==> src/rtl/online_div_pkg.sv <==
// rtl/online_div_pkg.sv - signed-digit encodings and converter state shared by the online divider blocks
package online_div_pkg;

   localparam logic [1:0] SD_POS  = 2'b10;
   localparam logic [1:0] SD_NEG  = 2'b01;
   localparam logic [1:0] SD_ZERO = 2'b00;
   localparam logic [1:0] SD_ILL  = 2'b11;

   typedef enum logic {
      ACCUM = 1'b0,
      HOLD  = 1'b1
   } conv_state_e;

endpackage

==> src/rtl/online_q_converter_if.sv <==
// rtl/online_q_converter_if.sv - digit input stream and quotient output handshake of the converter
interface online_q_converter_if #(
   parameter int NUM_DIGITS = 64
);
   logic [1:0]          q_value;
   logic                data_in_vld;
   logic                data_in_rdy;
   logic [NUM_DIGITS:0] q_bin;
   logic                q_bin_vld;
   logic                q_bin_rdy;

   modport master (
      output q_value, data_in_vld, q_bin_rdy,
      input  data_in_rdy, q_bin, q_bin_vld
   );

   modport slave (
      input  q_value, data_in_vld, q_bin_rdy,
      output data_in_rdy, q_bin, q_bin_vld
   );
endinterface

==> src/rtl/otf_append.sv <==
// rtl/otf_append.sv - one on-the-fly conversion step: appends a signed digit to the Q/QM pair
module otf_append
   import online_div_pkg::*;
#(
   parameter int W = 65
) (
   input  logic [W-1:0] q,
   input  logic [W-1:0] qm,
   input  logic [1:0]   digit,
   output logic [W-1:0] q_next,
   output logic [W-1:0] qm_next
);

   // QM always holds Q - 1 ulp, so a negative digit borrows from QM instead of propagating a carry
   always_comb begin
      q_next  = {q[W-2:0], 1'b0};
      qm_next = {qm[W-2:0], 1'b1};
      case (digit)
         SD_POS: begin
            q_next  = {q[W-2:0], 1'b1};
            qm_next = {q[W-2:0], 1'b0};
         end
         SD_NEG: begin
            q_next  = {qm[W-2:0], 1'b1};
            qm_next = {qm[W-2:0], 1'b0};
         end
         default: begin
            q_next  = {q[W-2:0], 1'b0};
            qm_next = {qm[W-2:0], 1'b1};
         end
      endcase
   end

endmodule

==> src/rtl/online_q_converter.sv <==
// rtl/online_q_converter.sv - collects NUM_DIGITS quotient digits into a two's-complement word; ONLINE_Q_CONV_ERR_EN adds err_illegal_digit
module online_q_converter
   import online_div_pkg::*;
#(
   parameter int NUM_DIGITS = 64,
   parameter int CNT_WIDTH  = 9
) (
   input  logic                 clk,
   input  logic                 asyn_reset_n,
   online_q_converter_if.slave  dig_if,
   input  logic                 conv_clear,
`ifdef ONLINE_Q_CONV_ERR_EN
   output logic                 err_illegal_digit,
`endif
   output logic [CNT_WIDTH-1:0] digit_cnt
);

   localparam int                   W        = NUM_DIGITS + 1;
   localparam logic [CNT_WIDTH-1:0] LAST_CNT = CNT_WIDTH'(NUM_DIGITS - 1);

   conv_state_e          state_q, state_d;
   logic [W-1:0]         q_q, q_d;
   logic [W-1:0]         qm_q, qm_d;
   logic [CNT_WIDTH-1:0] cnt_q, cnt_d;
   logic [W-1:0]         q_app, qm_app;
   logic                 dig_acc, bin_acc;

   otf_append #(.W(W)) u_otf_append (
      .q       (q_q),
      .qm      (qm_q),
      .digit   (dig_if.q_value),
      .q_next  (q_app),
      .qm_next (qm_app)
   );

   assign dig_acc = dig_if.data_in_vld & (state_q == ACCUM);
   assign bin_acc = dig_if.q_bin_rdy & (state_q == HOLD);

   always_comb begin
      state_d = state_q;
      q_d     = q_q;
      qm_d    = qm_q;
      cnt_d   = cnt_q;
      if (conv_clear) begin
         state_d = ACCUM;
         q_d     = '0;
         qm_d    = '1;
         cnt_d   = '0;
      end else begin
         unique case (state_q)
            ACCUM: begin
               if (dig_acc) begin
                  q_d   = q_app;
                  qm_d  = qm_app;
                  cnt_d = cnt_q + 1'b1;
                  if (cnt_q == LAST_CNT) begin
                     state_d = HOLD;
                  end
               end
            end
            HOLD: begin
               if (bin_acc) begin
                  state_d = ACCUM;
                  q_d     = '0;
                  qm_d    = '1;
                  cnt_d   = '0;
               end
            end
         endcase
      end
   end

   always_ff @(posedge clk or negedge asyn_reset_n) begin
      if (!asyn_reset_n) begin
         state_q <= ACCUM;
         q_q     <= '0;
         qm_q    <= '1;
         cnt_q   <= '0;
      end else begin
         state_q <= state_d;
         q_q     <= q_d;
         qm_q    <= qm_d;
         cnt_q   <= cnt_d;
      end
   end

   // Ready is gated by reset directly so it is low for the whole reset window
   assign dig_if.data_in_rdy = (state_q == ACCUM) & asyn_reset_n;
   assign dig_if.q_bin_vld   = (state_q == HOLD);
   assign dig_if.q_bin       = (state_q == HOLD) ? q_q : '0;
   assign digit_cnt          = cnt_q;

`ifdef ONLINE_Q_CONV_ERR_EN
   logic err_q, err_d;

   always_comb begin
      err_d = err_q;
      if (conv_clear || bin_acc) begin
         err_d = 1'b0;
      end else if (dig_acc && (dig_if.q_value == SD_ILL)) begin
         err_d = 1'b1;
      end
   end

   always_ff @(posedge clk or negedge asyn_reset_n) begin
      if (!asyn_reset_n) begin
         err_q <= 1'b0;
      end else begin
         err_q <= err_d;
      end
   end

   assign err_illegal_digit = err_q;
`endif

endmodule

==> src/flat_wrapper.sv <==
// flat-port wrapper written by rule: the top's interface ports become plain ports
module online_q_converter_flat import online_div_pkg::*;
#(
   parameter int NUM_DIGITS = 64,
   parameter int CNT_WIDTH  = 9
)
  (clk, asyn_reset_n, conv_clear, digit_cnt, dig_if_q_value, dig_if_data_in_vld, dig_if_q_bin_rdy, dig_if_data_in_rdy, dig_if_q_bin, dig_if_q_bin_vld);
  online_q_converter_if #(.NUM_DIGITS(NUM_DIGITS)) dig_if_i ();
  input  logic clk;
  input  logic asyn_reset_n;
  input  logic conv_clear;
  output logic [CNT_WIDTH-1:0] digit_cnt;
  input wire logic [$bits(dig_if_i.q_value)-1:0] dig_if_q_value;
  input wire logic [$bits(dig_if_i.data_in_vld)-1:0] dig_if_data_in_vld;
  input wire logic [$bits(dig_if_i.q_bin_rdy)-1:0] dig_if_q_bin_rdy;
  output wire logic [$bits(dig_if_i.data_in_rdy)-1:0] dig_if_data_in_rdy;
  output wire logic [$bits(dig_if_i.q_bin)-1:0] dig_if_q_bin;
  output wire logic [$bits(dig_if_i.q_bin_vld)-1:0] dig_if_q_bin_vld;
  assign dig_if_i.q_value = dig_if_q_value;
  assign dig_if_i.data_in_vld = dig_if_data_in_vld;
  assign dig_if_i.q_bin_rdy = dig_if_q_bin_rdy;
  assign dig_if_data_in_rdy = dig_if_i.data_in_rdy;
  assign dig_if_q_bin = dig_if_i.q_bin;
  assign dig_if_q_bin_vld = dig_if_i.q_bin_vld;
  online_q_converter #(.NUM_DIGITS(NUM_DIGITS), .CNT_WIDTH(CNT_WIDTH)) u_core (.clk(clk), .asyn_reset_n(asyn_reset_n), .dig_if(dig_if_i), .conv_clear(conv_clear), .digit_cnt(digit_cnt));
endmodule
==> config.mk <==
export PLATFORM = sky130hd
export DESIGN_NAME = online_q_converter_flat
export DESIGN_NICKNAME = d
export VERILOG_FILES = /design/src/rtl/online_div_pkg.sv /design/src/rtl/online_q_converter_if.sv /design/src/rtl/otf_append.sv /design/src/rtl/online_q_converter.sv /design/src/flat_wrapper.sv
export SDC_FILE = /design/constraint.sdc
export NUM_CORES = 1
export LEC_CHECK = 0
export ABC_AREA = 1
export CORE_MARGIN = 5
export CORE_UTILIZATION = 33
export DETAILED_ROUTE_END_ITERATION = 10
export PLACE_DENSITY = 0.6
export SYNTH_ARGS = -nofsm -noshare
export SYNTH_HDL_FRONTEND = slang
export SYNTH_SLANG_ARGS = --single-unit
==> constraint.sdc <==
create_clock -name clk -period 1.7 [get_ports clk]
set_clock_uncertainty 0.15 [all_clocks]
set_input_delay 0.255 -clock clk [delete_from_list [all_inputs] [get_ports clk]]
set_output_delay 0.255 -clock clk [all_outputs]
set_load 0.01 [all_outputs]
==> results.json, run 1 <==
{
  "status": "finished with violations",
  "violations": "negative setup slack",
  "path_class": "flop to output port",
  "p_leak_nw": 5.76,
  "finalWorstSetupSlack_ns": -0.212,
  "drt_wl_total_mm": 23.6,
  "track_usage_pct": 17.3,
  "slew_viol_final": 0,
  "drtAntennaViolNets": 0,
  "hold_violations": 0,
  "cts-root-buf": "clkbuf_16",
  "syn_to_final_growth_pct": 37.2,
  "cts_buffers": 17,
  "drive_gt1_share_pct": 29.4,
  "syn-cell-area_um2": 7910,
  "drt-initial-drc-count": 556,
  "fin_util_pct": 46.1,
  "dieArea_um2": 27200,
  "drc_errors": 0,
  "rows": 56,
  "fillers": 2309,
  "vias": 7475,
  "ys_ff_latch": 139,
  "overflow": 0,
  "avgRoutedWirePerCell_um": 15.4,
  "place_inst": 1472,
  "instances_no_fill": 1534,
  "synthTopCellsByArea": "dfrtp_1 (24%), dfstp_2 (21%), nand2_1 (21%), inv_1 (8.4%), o21ai_0 (3.9%)",
  "multi_input_area_um2": 3550,
  "fin_crit_sh_pct": 112,
  "numClockSinks": 139,
  "ctsHtreeMaxLevel": 4,
  "fin_setup_tns_ns": -9.26,
  "slew_headroom_pct": 47.0,
  "layout_commonest_cell": "nand2_1",
  "grt_antenna_before_repair": 0,
  "layout.nets": 1212,
  "fin_crit_ns": 1.91,
  "die_height_um": 165,
  "worstPathMaxFanout": 5,
  "port_buffers": 82,
  "hold_path_class": "flop to flop",
  "grt_max_degree": 140,
  "cp-start-kind": "flop",
  "fmax_ghz": 0.523,
  "clock_latency_ns": 0.42,
  "fin_hold_ws_ns": 0.317,
  "maxCapViolCount": 0,
  "crit_arrival_ns": 1.51,
  "grt_pass1_vias": 7261,
  "fp.dieW_um": 165,
  "clk_pin_slew_ns": 0.06,
  "yosysTopAreaCell": "dfrtp_1",
  "synth.distinct_cells": 25,
  "final-seq-area_um2": 3560,
  "grt_pass1_wl_mm": 37.7,
  "synth_nets": 1109,
  "cp-end-kind": "output port",
  "synthCells": 1099,
  "critPathRequiredTime_ns": 1.29,
  "io_pins": 83,
  "reg2reg_setup_slack_ns": 0.09,
  "dp_hpwl_mm": 13.2,
  "post_drt_via_cell_ratio": 4.87,
  "synth_top_area_share_pct": 23.7,
  "initial_core_util_pct": 33.6,
  "tightest_slew_ns": 0.796,
  "power.density_nw_per_um2": 832,
  "gp_congestion": 0.783,
  "layout.cells.most_common_list": "nand2_1 (383), inv_1 (135), dfrtp_1 (72)",
  "seq_area_frac_synth_pct": 45.0,
  "yosys_warnings": 0,
  "rsz0062_at_grt": "yes",
  "core-area_um2": 23500,
  "syn_area_per_cell_um2": 7.20,
  "vdd_drop_max_uv": 605,
  "firstDrtPassIters": 5,
  "cts_buffer_depth": 2,
  "power_w": 0.00902,
  "setup_viol": 66,
  "antenna_cells": 0,
  "cts_tree": "yes"
}
==> sequential cells by signal, indices dropped and copies added (netlist names) <==
signal                   flops
u_core.qm_q                 64
u_core.dig_if.q_bin_vld      1
u_core.q_q                  65
u_core.digit_cnt             9
==> final cells by class <==
class / count / area share, %
inverters: 182 / 6.37
repair buffers: 157 / 19.0
flip-flops and latches: 139 / 32.8
clock inverters: 11 / 1.10
multi-input cells: 705 / 32.7
well taps: 319 / 3.68
clock buffers: 21 / 4.34
==> critical path, cell delays in order, from the launching register on <==
cell     delay, ns
dfrtp_2       0.42
buf_12        0.15
buf_12        0.15
buf_16        0.15
nand2_2       0.05
inv_1         0.03
buf_2         0.13
==> report_power, final <==
part / internal, W / switching [W] / total, W / leakage, nW
clock network: 0.00227 / 0.00144 / 0.00371 / 0.281
logic: 0.000565 / 0.000835 / 0.00140 / 3.77
registers: 0.00371 / 0.000202 / 0.00391 / 1.71
==> synth_stat cells <==
cell type	number
dfrtp_1	75
buf_6	15
nor3_1	1
nand2_4	1
o22ai_1	31
nand2_1	442
nand3b_1	1
nor2_1	8
a21oi_1	4
inv_2	5
o211ai_1	31
dfstp_2	64
o21a_1	1
buf_4	6
o21ai_1	39
nand3_1	43
clkbuf_1	11
inv_1	177
ha_1	3
buf_2	41
nor2_4	2
nor2_8	2
nand4_1	34
o21ai_0	61
nand3_2	1
==> what timing repair did <==
item,CTS,global route
setup endpoints to repair,94,200
pin swaps,34,11
resized for setup,376,125
setup buffers,12,2
hold buffers,1,0
cloned,10,8
hold endpoints to repair,75,0
==> stage by stage <==
step | setup WS [ns] | area (µm²)
2_1_floorplan | 0.130 | 7910
3_3_place_gp | -0.442 | 9340
3_5_place_dp | -0.481 | 9340
4_1_cts | -0.222 | 10200
5_1_grt | -0.257 | 10800
6_report | -0.212 | 10800
==> layer usage <==
layer	wire [µm]	part of all wire, %	GRT usage (%)	vias up
li1	-	-	-	3657
met1	10900	46	23.6	3603
met2	11300	48	28.0	193
met3	1130	4.8	3.27	22
met4	316	1.3	4.95	0
met5	0	0	0	-
==> cells by family after synthesis <==
family	after synthesis	synth area share (%)
adders and majority gates	3	0.475
AOI/OAI and AO/OA	167	12.1
buffers and inverters	255	14.5
and+or+nand+nor	535	28.0
DFF	139	45.0
==> final timing paths <==
check                      depth (start not counted)             endpoint                     from
hold reg to reg                                    2      u_core.qm_q[60]          u_core.qm_q[60]
min in group asynchronous                          3       u_core.q_q[50]             asyn_reset_n
setup reg to reg                                   8       u_core.qm_q[1]  u_core.dig_if.q_bin_vld
hold / removal                                     2      u_core.qm_q[60]          u_core.qm_q[60]
setup / recovery                                   6     dig_if_q_bin[11]  u_core.dig_if.q_bin_vld
max in group asynchronous                          3  u_core.digit_cnt[6]             asyn_reset_n
No activity file was read; power rests on OpenSTA's default activity.
==> run 2: changes to the inputs <==
--- a/config.mk
+++ b/config.mk
@@ -7,9 +7,9 @@
 export LEC_CHECK = 0
 export ABC_AREA = 1
 export CORE_MARGIN = 5
-export CORE_UTILIZATION = 33
+export CORE_UTILIZATION = 38
 export DETAILED_ROUTE_END_ITERATION = 10
-export PLACE_DENSITY = 0.6
+export PLACE_DENSITY = 0.66
 export SYNTH_ARGS = -nofsm -noshare
 export SYNTH_HDL_FRONTEND = slang
 export SYNTH_SLANG_ARGS = --single-unit
==> run 2 against run 1 <==
Effect of this change: the flow still finishes with violations (negative setup slack); routed wire length up 11%; count of clock-buffer cells in the layout unchanged; clock power increased by 9.2%; worst hold slack got worse by 0.0067 ns; fmax about the same; worst setup slack better by 0.0016 ns; non-clock buffer count up 25; total power is 9.2% higher; via count grew 7.1%; global-route usage is 3.8 points higher; critical path type unchanged; highest routed layer unchanged.
==> results.json, run 2 (synthesis gave the netlist of run 1 again) <==
{
  "setup_viol": 203,
  "dp_hpwl_mm": 12.3,
  "cts_buffer_depth": 2,
  "gp_congestion": 0.800,
  "layout.nets": 1237,
  "rsz0062_at_grt": "yes",
  "slew_viol_final": 0,
  "min_from": "u_core.qm_q[52]",
  "timing.rr.end": "u_core.q_q[50]",
  "pwr-share-clk_pct": 41.1,
  "violations": "negative setup slack",
  "crit_arrival_ns": 1.51,
  "drtAntennaViolNets": 0,
  "syn_to_final_growth_pct": 50.7,
  "fin_setup_tns_ns": -28.42,
  "cts-root-buf": "clkbuf_16",
  "power_switching_w": 0.00278,
  "fillers": 1648,
  "vias": 8003,
  "hold_violations": 0,
  "firstDrtPassIters": 5,
  "rows": 52,
  "vdd_drop_max_uv": 810,
  "drt_wl_total_mm": 26.3,
  "slowest_delay_ns": 0.45,
  "maxCapViolCount": 0,
  "p_sw_share_pct": 28.2,
  "antenna_cells": 0,
  "fp.dieW_um": 154,
  "clock_latency_ns": 0.43,
  "die_height_um": 154,
  "drt-initial-drc-count": 800,
  "port_buffers": 82,
  "ff2ff_path_depth": 11,
  "largest_register_ffs": 65,
  "overflow": 0,
  "layout.cells.most_common_list": "nand2_1 (274), inv_1 (153), nand2_2 (109)",
  "clk_pin_slew_ns": 0.06,
  "post-place-ws_ns": -0.480,
  "cp_slowest_cell": "dfrtp_2",
  "fin_crit_sh_pct": 112,
  "cp-start-kind": "flop",
  "critPathBufInv": 5,
  "avgRoutedWirePerCell_um": 17.4,
  "finalWorstSetupSlack_ns": -0.211,
  "grt_pass1_vias": 7865,
  "cp_cell_sequence": "buf_12 > buf_16 > buf_6 > nand2_2 > inv_1 > buf_2",
  "status": "finished with violations",
  "path_class": "flop to output port",
  "numClockSinks": 139,
  "p_int_w": 0.00707,
  "reg2reg_from": "u_core.dig_if.q_bin_vld",
  "regMostFlops": "u_core.q_q",
  "post_drt_via_cell_ratio": 5.30,
  "grt_pass1_wl_mm": 41.0,
  "p_seq_share_pct": 39.9,
  "hold_end": "u_core.qm_q[52]",
  "grt_max_degree": 140,
  "tightest_slew_ns": 0.780,
  "pwr-share-comb_pct": 19.0,
  "holdPathStages": 2,
  "cts_buffers": 17,
  "ctsHtreeMaxLevel": 4,
  "critPathRequiredTime_ns": 1.29,
  "worstPathMaxFanout": 6,
  "drive_gt1_share_pct": 43.1,
  "cp_top_family": "buffers and inverters",
  "power.density_nw_per_um2": 827,
  "fin_crit_ns": 1.91,
  "reg2reg_setup_slack_ns": -0.20,
  "slew_headroom_pct": 48.0,
  "core-area_um2": 20400,
  "grt_antenna_before_repair": 0,
  "initial_core_util_pct": 38.8,
  "io_pins": 83,
  "cts_tree": "yes",
  "p_leak_nw": 6.20,
  "cp-end-kind": "output port",
  "layout_commonest_cell": "nand2_1",
  "fin_util_pct": 58.5,
  "dieArea_um2": 23800,
  "drc_errors": 0,
  "track_usage_pct": 21.1,
  "fmax_ghz": 0.523,
  "hold_path_class": "flop to flop"
}
[run 2: layout make-up]
type / instances / area (µm²) / area share, %
multi-input combinational: 705 / 4210 / 35.3
sequential: 139 / 3560 / 29.9
timing repair buffer: 182 / 2480 / 20.8
inverter: 182 / 698 / 5.86
clock buffer: 21 / 470 / 3.95
tap: 270 / 338 / 2.83
clock inverter: 11 / 166 / 1.40
[run 2: how the worst max path moves through the flow]
stage	startpoint	cells past startpoint	slack, ns	end
6_report	u_core.dig_if.q_bin_vld	6	-0.21	dig_if_q_bin[47]
5_1_grt	u_core.dig_if.q_bin_vld	10	-0.28	u_core.q_q[12]
4_1_cts	u_core.dig_if.q_bin_vld	6	-0.25	dig_if_q_bin[54]
3_5_place_dp	dig_if_q_value[0]	10	-0.48	u_core.q_q[59]
3_3_place_gp	dig_if_q_value[0]	9	-0.43	u_core.qm_q[50]
2_1_floorplan	dig_if_q_value[0]	8	0.13	u_core.q_q[4]
[run 2: power groups by stage]
stage | logic (W) | registers [W] | clock network, W
final | 0.00188 | 0.00393 | 0.00405
after global routing | 0.00203 | 0.00396 | 0.00423
after CTS | 0.00166 | 0.00390 | 0.00407
after detailed placement | 0.00123 | 0.00393 | 0
after global placement | 0.00121 | 0.00393 | 0
after floorplan | 0.000826 | 0.00389 | 0
[run 2: tightest hold or removal path, delay by kind of cell (launching register included)]
family | cells | cell delay (ns)
AND/OR/NAND/NOR | 2 | 0.09
flip-flops | 1 | 0.36
[run 2: what timing repair did]
action                     CTS  global route
setup buffers               38             2
setup endpoints to repair  150           205
hold endpoints to repair    75             0
cloned                      28             5
hold buffers                 1             0
resized for setup          489           226
pin swaps                   31            78
[run 2: metrics by stage]
step	hold WS, ns	std cells	instance area (µm²)	power, W
after CTS	0.315	1515	11300	0.00963
after global placement	0.287	1416	9220	0.00514
final	0.310	1510	11900	0.00986
after detailed placement	0.295	1416	9220	0.00516
after global routing	0.320	1510	11900	0.0102
after floorplan	-0.191	1099	7910	0.00472
[run 2: layer usage]
metal  GRT usage (%)  part of all wire (%)
met2            35.1                    50
met4            7.74                   2.9
met5               0                     0
met3            4.33                   6.4
met1            27.2                    41
